### src/rtl/uart_rx_if.sv
// Serial-line and byte-output bundle for the uart_rx receive path.
// The slave modport is the receiver; the master modport is the line driver / byte consumer.
interface uart_rx_if;
  logic       i_RX;
  logic [7:0] o_DATA;
  logic       o_RX_DONE;
  logic       o_FRAME_ERR;

  modport master (
    output i_RX,
    input  o_DATA,
    input  o_RX_DONE,
    input  o_FRAME_ERR
  );

  modport slave (
    input  i_RX,
    output o_DATA,
    output o_RX_DONE,
    output o_FRAME_ERR
  );
endinterface

### src/rtl/uart_rx.sv
// 8N1 UART receiver: two-flop synchroniser, mid-bit oversampling FSM,
// registered byte output with one-cycle done / framing-error strobes.
module uart_rx #(
  parameter int CLKS_PER_BIT = 4
) (
  input  logic     i_CLK,
  input  logic     i_RST_N,
  uart_rx_if.slave bus
);

  localparam int HALF = CLKS_PER_BIT / 2;
  localparam int CW   = $clog2(CLKS_PER_BIT);
  localparam logic [CW-1:0] CNT_LAST = CW'(CLKS_PER_BIT - 1);
  localparam logic [CW-1:0] CNT_HALF = CW'(HALF - 1);

  typedef enum logic [1:0] {
    IDLE  = 2'b00,
    START = 2'b01,
    DATA  = 2'b10,
    STOP  = 2'b11
  } state_t;

  logic          sync1_r;
  logic          sync2_r;
  logic          rx_s;
  state_t        state_r,  state_nxt_s;
  logic [CW-1:0] cnt_r,    cnt_nxt_s;
  logic [3:0]    bit_r,    bit_nxt_s;
  logic [7:0]    shift_r,  shift_nxt_s;
  logic [7:0]    data_r,   data_nxt_s;
  logic          done_r,   done_nxt_s;
  logic          ferr_r,   ferr_nxt_s;

  // Two-flop synchroniser; resets to the idle-high line level.
  always_ff @(posedge i_CLK) begin
    if (!i_RST_N) begin
      sync1_r <= 1'b1;
      sync2_r <= 1'b1;
    end else begin
      sync1_r <= bus.i_RX;
      sync2_r <= sync1_r;
    end
  end

  assign rx_s = sync2_r;

  // State, counters, shift register and registered outputs.
  always_ff @(posedge i_CLK) begin
    if (!i_RST_N) begin
      state_r <= IDLE;
      cnt_r   <= '0;
      bit_r   <= 4'd0;
      shift_r <= 8'h00;
      data_r  <= 8'h00;
      done_r  <= 1'b0;
      ferr_r  <= 1'b0;
    end else begin
      state_r <= state_nxt_s;
      cnt_r   <= cnt_nxt_s;
      bit_r   <= bit_nxt_s;
      shift_r <= shift_nxt_s;
      data_r  <= data_nxt_s;
      done_r  <= done_nxt_s;
      ferr_r  <= ferr_nxt_s;
    end
  end

  // Next-state logic; strobes default low so they last exactly one cycle.
  always_comb begin
    state_nxt_s = state_r;
    cnt_nxt_s   = cnt_r;
    bit_nxt_s   = bit_r;
    shift_nxt_s = shift_r;
    data_nxt_s  = data_r;
    done_nxt_s  = 1'b0;
    ferr_nxt_s  = 1'b0;
    case (state_r)
      IDLE: begin
        if (!rx_s) begin
          state_nxt_s = START;
          cnt_nxt_s   = '0;
        end else begin
          state_nxt_s = IDLE;
        end
      end
      START: begin
        if (cnt_r != CNT_HALF) begin
          cnt_nxt_s = cnt_r + CW'(1);
        end else if (!rx_s) begin
          state_nxt_s = DATA;
          cnt_nxt_s   = '0;
          bit_nxt_s   = 4'd0;
        end else begin
          // Start bit gone high by mid-bit: treat as a glitch.
          state_nxt_s = IDLE;
          cnt_nxt_s   = '0;
        end
      end
      DATA: begin
        if (cnt_r != CNT_LAST) begin
          cnt_nxt_s = cnt_r + CW'(1);
        end else begin
          shift_nxt_s = {rx_s, shift_r[7:1]};
          bit_nxt_s   = bit_r + 4'd1;
          cnt_nxt_s   = '0;
          if (bit_r == 4'd7) begin
            state_nxt_s = STOP;
          end else begin
            state_nxt_s = DATA;
          end
        end
      end
      STOP: begin
        if (cnt_r != CNT_LAST) begin
          cnt_nxt_s = cnt_r + CW'(1);
        end else begin
          if (rx_s) begin
            data_nxt_s = shift_r;
            done_nxt_s = 1'b1;
          end else begin
            ferr_nxt_s = 1'b1;
          end
          state_nxt_s = IDLE;
          cnt_nxt_s   = '0;
        end
      end
      default: begin
        state_nxt_s = IDLE;
        cnt_nxt_s   = '0;
      end
    endcase
  end

  assign bus.o_DATA      = data_r;
  assign bus.o_RX_DONE   = done_r;
  assign bus.o_FRAME_ERR = ferr_r;

endmodule

### src/flat_wrapper.sv
// flat-port wrapper written by rule: the top's interface ports become plain ports
module uart_rx_flat 
#(
  parameter int CLKS_PER_BIT = 4
)
  (i_CLK, i_RST_N, bus_i_RX, bus_o_DATA, bus_o_RX_DONE, bus_o_FRAME_ERR);
  uart_rx_if bus_i ();
  input  logic i_CLK;
  input  logic i_RST_N;
  input wire logic [$bits(bus_i.i_RX)-1:0] bus_i_RX;
  output wire logic [$bits(bus_i.o_DATA)-1:0] bus_o_DATA;
  output wire logic [$bits(bus_i.o_RX_DONE)-1:0] bus_o_RX_DONE;
  output wire logic [$bits(bus_i.o_FRAME_ERR)-1:0] bus_o_FRAME_ERR;
  assign bus_i.i_RX = bus_i_RX;
  assign bus_o_DATA = bus_i.o_DATA;
  assign bus_o_RX_DONE = bus_i.o_RX_DONE;
  assign bus_o_FRAME_ERR = bus_i.o_FRAME_ERR;
  uart_rx #(.CLKS_PER_BIT(CLKS_PER_BIT)) u_core (.i_CLK(i_CLK), .i_RST_N(i_RST_N), .bus(bus_i));
endmodule
### config.mk
export PLATFORM = sky130hd
export DESIGN_NAME = uart_rx_flat
export DESIGN_NICKNAME = d
export VERILOG_FILES = /design/src/rtl/uart_rx_if.sv /design/src/rtl/uart_rx.sv /design/src/flat_wrapper.sv
export SDC_FILE = /design/constraint.sdc
export NUM_CORES = 1
export LEC_CHECK = 0
export CAP_MARGIN = 20
export CORE_AREA = 2 2 41 59
export DETAILED_ROUTE_END_ITERATION = 6
export DIE_AREA = 0 0 43 61
export PLACE_DENSITY = 0.87
export SYNTH_ARGS = -nofsm -noshare
export SYNTH_HDL_FRONTEND = slang
export SYNTH_SLANG_ARGS = --single-unit
### constraint.sdc
create_clock -name i_CLK -period 3.4 [get_ports i_CLK]
set_input_delay 0.68 -clock i_CLK [delete_from_list [all_inputs] [get_ports i_CLK]]
set_output_delay 0.68 -clock i_CLK [all_outputs]
set_load 0.03 [all_outputs]
### Word-level counts from Yosys, hierarchy flattened

Cells that the tools add are included.

* add/subtract/negate cells: 2
* equality and inequality tests: 11
* mux-type cells: 17
* bitwise operators: 3
* reduce and logical (&&, ||, !) cells: 8

Operator list (number)
* 2-bit 2-to-1 mux: 7
* 4-bit 2-to-1 mux: 3
* 2-bit inequality test, second input constant: 6
* 2-bit one-hot mux with 4 select lines: 1
* 4-bit one-hot mux with 2 select lines: 1
* 2-bit one-hot mux with 3 select lines: 1
* 3-bit AND reduction: 2
* 4-bit by 1-bit adder with 4-bit output, second input constant: 1
* 2-bit == test, second input constant: 2
* 4-bit by 3-bit == test with 1-bit output, second input constant: 1
* 1-bit 2-to-1 mux: 4
* 4-bit AND reduction: 1
* 1-bit NOT: 3
* 3-bit OR reduction: 1
* 2-bit by 1-bit adder with 2-bit output, second input constant: 1
* 2-bit by 1-bit == test with 1-bit output, second input constant: 1
* 2-bit zero test: 1
* 2-bit by 1-bit inequality test with 1-bit output, second input constant: 1
* 2-bit AND reduction: 1
* 2-bit nonzero test: 1
* 2-bit OR reduction: 1

* register bits after elaboration: 28
* input port bits: 3
* word-level logic and storage cells: 50

### Longest topological paths before layout

* depth in word-level cells: 4
* mapped depth: 6

### Worst setup path after synthesis

OpenSTA, ideal clock, no wires.

* kind: register to register
* from: reg u_core.cnt_r[0]
* to: reg u_core.bit_r[2]
* library setup time: 132 ps
* data arrival time: 1230 ps
* slack: 2038 ps
* cell stages (with the launch flop): 7
* buffers on the path: 2
* cells stage by stage: dfxtp_1 ha_1 buf_4 and3b_1 buf_2 a31oi_1 a21oi_1

* word-level cells in the longest chain between the ends: 3
* elaborated cells on any way between the ends: 5

RTL lines
* start, declared: RTL line uart_rx.sv:27 `logic [CW-1:0] cnt_r, cnt_nxt_s;`
* start signal, assigned: RTL line uart_rx.sv:59 `cnt_r <= cnt_nxt_s;`
* 2-bit inequality test / 2-bit by 1-bit inequality test with 1-bit output (equally long branches): RTL line uart_rx.sv:100, uart_rx.sv:87
* 2-bit inequality test (no line)
* 4-bit AND reduction (no line) *
* end signal, assigned: RTL line uart_rx.sv:60 `bit_r <= bit_nxt_s;`
* end, declared: RTL line uart_rx.sv:28 `logic [3:0] bit_r, bit_nxt_s;`

Every way passes the cells marked *; elsewhere a longest branch is shown, timed or not.
A chain may end at the register's enable or synchronous reset.

### Final worst setup path

* from: reg u_core.data_r[1] (netlist: u_core.bus.o_DATA[1])
* to: out bus_o_DATA[1]

RTL lines
* start, declared: RTL line uart_rx.sv:30 `logic [7:0] data_r, data_nxt_s;`
* start signal, assigned: RTL line uart_rx.sv:62 `data_r <= data_nxt_s;`
* end, declared: RTL line flat_wrapper.sv:11 `output wire logic [$bits(bus_i.o_DATA)-1:0] bus_o_DATA;`

No word-level cell between the ends.

==> flow_metrics.tcl <==
set metrics [dict create \
    growth_of_design_area_from_synthesis_to_finish_pct 12.1 \
    synth-edff-count 0 \
    netlist_top_cells_area "sky130_fd_sc_hd__dfxtp_1 49%, sky130_fd_sc_hd__nand2_1 11%, sky130_fd_sc_hd__a21oi_1 9.1%" \
    max-vdd-ir-drop_mv 0.315 \
    cts_root_buf "sky130_fd_sc_hd__clkbuf_4" \
    postSynth.asyncResetShare 0 \
    synth-seq-cells 28 \
    power.sequential.fraction 0.665 \
    report.final.hold_viol_count 0 \
    finalPower_uw 504 \
    globalRouteOverflowTotal 0 \
    number_of_antenna_violating_nets_in_the_routed_design 0 \
    area_enclosed_by_the_die_boundary_um2 2620 \
    netlist_area_pre_place_um2 1150 \
    timing.final.setup_violations 0 \
    p_int_uw 403 \
    routability_cong 0.807 \
    synth-warning-count 0 \
    layout_commonest_cell "sky130_fd_sc_hd__nand2_1" \
    final_cell_mix "34 x sky130_fd_sc_hd__nand2_1, 28 x sky130_fd_sc_hd__dfxtp_1, 21 x sky130_fd_sc_hd__a21oi_1" \
    met2_usage 0.312 \
    route.detailed.vias_per_inst 5.55 \
    via_count_of_the_first_global_routing_pass 833 \
    cp_data_arrival_time_ns 1.33 \
    worst-setup-path-type "reg2out" \
    power.leakage_nw 0.435 \
    clk_transition_reported_paths_ns 0.14 \
    cts-root-to-sink-buffers 2 \
    fin_worst_hold_slack_ns 0.425 \
    fmaxAchievable_mhz 497 \
    grt_max_degree 24 \
    gr-max-usage-layer "met2" \
    antenna_cells 0 \
    hold_buffers 0 \
    initial_utilization 0.547 \
    num_rows 20 \
    cts_buffers 3 \
    ctsHtreeMaxLevel 1 \
    tritoncts_num_sinks 28 \
    syn-instance-count 134 \
    global_route_wire_length_before_repair_mm 3.24 \
    drt_pre_antenna_iters 4 \
    final.min_clock_period_ns 2.01 \
    worst_path_dominant_cell_family "buffers and inverters" \
    die_h_um 61 \
    final_design_area_no_fill_um2 1290 \
    slew_headroom 0.568 \
    core_area_um2 2100 \
    p_switching_uw 101 \
    post_dp_cell_area_um2 1250 \
    grt_util_met3 0.0298 \
    rsz0062_at_grt "no" \
    grt_usage 0.157 \
    finalSetupTns_ns 0 \
    cts_resized 0 \
    hpwl_mm 1.33 \
    combinationalPowerShare 0.030 \
    skew_ns 0.00228 \
    yosysSeqAreaShare 0.487 \
    worst_hold_path_type "reg2reg" \
    io-pin-count 13 \
    power_per_unit_of_standard_cell_area_nw_per_um2 391 \
    cts_setup_buffers 0 \
    startpoint_type "register" \
    grt_util_met1 0.168 \
    synthesis.nets 141 \
    synthDominantAreaCellType "sky130_fd_sc_hd__dfxtp_1" \
    number_of_antenna_violations_at_the_first_check_in_global_routing 0 \
    via_count 905 \
    drive_gt1_frac 0.0355 \
    critical_path.n_buffers_inverters 1 \
    cpMaxStageDelayCell "sky130_fd_sc_hd__clkdlybuf4s50_1" \
    timing_worst_slew_pin_value_ns 0.648 \
    critPathRequiredTime_ns 2.72 \
    max-cap-violations 0 \
    post_synth.cell_area_avg_um2 8.58 \
    slowest_delay_ns 0.67 \
    fin_util 0.613 \
    synthDominantCellAreaShare 0.487 \
    wl_per_cell_um 11.4 \
    crit_chain "clkdlybuf4s50_1" \
    drt_drc_violations_left 0 \
    portBuffers 12 \
    design.final.nets 149 \
    timing.final.crit_share 0.592 \
    ys_types 32 \
    initialDrtViolationCount 14 \
    outcome "completed" \
    tritoncts "built" \
    die_width_um 43 \
    cp_max_fo 2 \
    setup.worst_path.end_class "output pin" \
    worstSkewPairLatency_ns 0.31 \
    drt_wirelength_mm 1.86 \
    ys_dominant_reg_cell "sky130_fd_sc_hd__dfxtp_1" \
    p_sw_frac 0.200 \
    slew_viol_final 0 \
    clock_power_share 0.306 \
    num-fill-cells 193 \
]
## synthesized netlist by cell type, drive strengths merged (2+ instances only)
cell type / number
nand3: 5
nand4: 2
nand2b: 3
ha: 4
nor2b: 2
dfxtp: 28
inv: 4
nand4b: 2
nand3b: 2
a31oi: 2
buf: 7
a21oi: 21
nand2: 34
clkbuf: 2
## power groups by stage
stage / Clock, mW / Sequential, mW / Combinational, mW
floorplan: 0 / 0.339 / 0.0131
CTS: 0.158 / 0.335 / 0.0154
detailed placement: 0 / 0.342 / 0.0154
finish: 0.154 / 0.335 / 0.0150
global route: 0.171 / 0.336 / 0.0170
global placement: 0 / 0.342 / 0.0146
## stage by stage
| step | cells | setup slack [ns] |
|---|---|---|
| 5_1_grt | 163 | 1.32 |
| 6_report | 163 | 1.39 |
| 4_1_cts | 163 | 1.37 |
| 2_1_floorplan | 134 | 2.04 |
| 3_5_place_dp | 159 | 1.42 |
| 3_3_place_gp | 159 | 1.48 |
## registers in the layout (all words and copies together) (netlist names), named ones only
register,count
u_core.bit_r,4
u_core.bus.o_DATA,8
u_core.bus.o_FRAME_ERR,1
u_core.bus.o_RX_DONE,1
u_core.cnt_r,2
u_core.rx_s,1
u_core.shift_r,8
u_core.state_r,1
u_core.sync1_r,1
## path summary, 6_finish.rpt
path / startpoint / to / slack, ns / cells after the start
max: u_core.bus.o_DATA[1] / bus_o_DATA[1] / 1.39 / 1
min: u_core.sync1_r / u_core.rx_s / 0.42 / 1
max reg2reg: u_core.cnt_r[0] / u_core.bit_r[3] / 1.54 / 4
min reg2reg: u_core.sync1_r / u_core.rx_s / 0.42 / 1
## routing by layer
metal / wire, um / part of all wire / vias to the layer above
met1: 793 / 0.43 / 415
met3: 60 / 0.032 / 2
met4: 6 / 0.0032 / 0
met2: 995 / 0.54 / 16
li1: - / - / 472
met5: 0 / 0 / -
## worst reg2reg max path: cells and delay by family (launching register included)
kind / cells / cell delay [ns]
fa+ha+maj: 1 / 0.34
flops: 1 / 0.44
simple gates: 2 / 0.87
compound gates: 1 / 0.16
## logic make-up (layout without fill, tap and decap cells)
logic type               Yosys count  after routing  synth area share
AND/OR/NAND/NOR                   60             60             0.275
adder cells (fa/ha/maj)            4              4            0.0435
AO/OA/AOI/OAI                     29             29             0.141
buffers and inverters             13             20            0.0522
flip-flops                        28             28             0.487
## area by class of cell
class	count	area, um2	share of cell area
clock buffer	4	36.3	0.0282
inverter	4	15.0	0.0117
multi-input combinational	93	529	0.411
sequential	28	561	0.435
tap	22	27.5	0.0214
timing repair buffer	12	120	0.0932
Power figures use the tool's default switching activity.
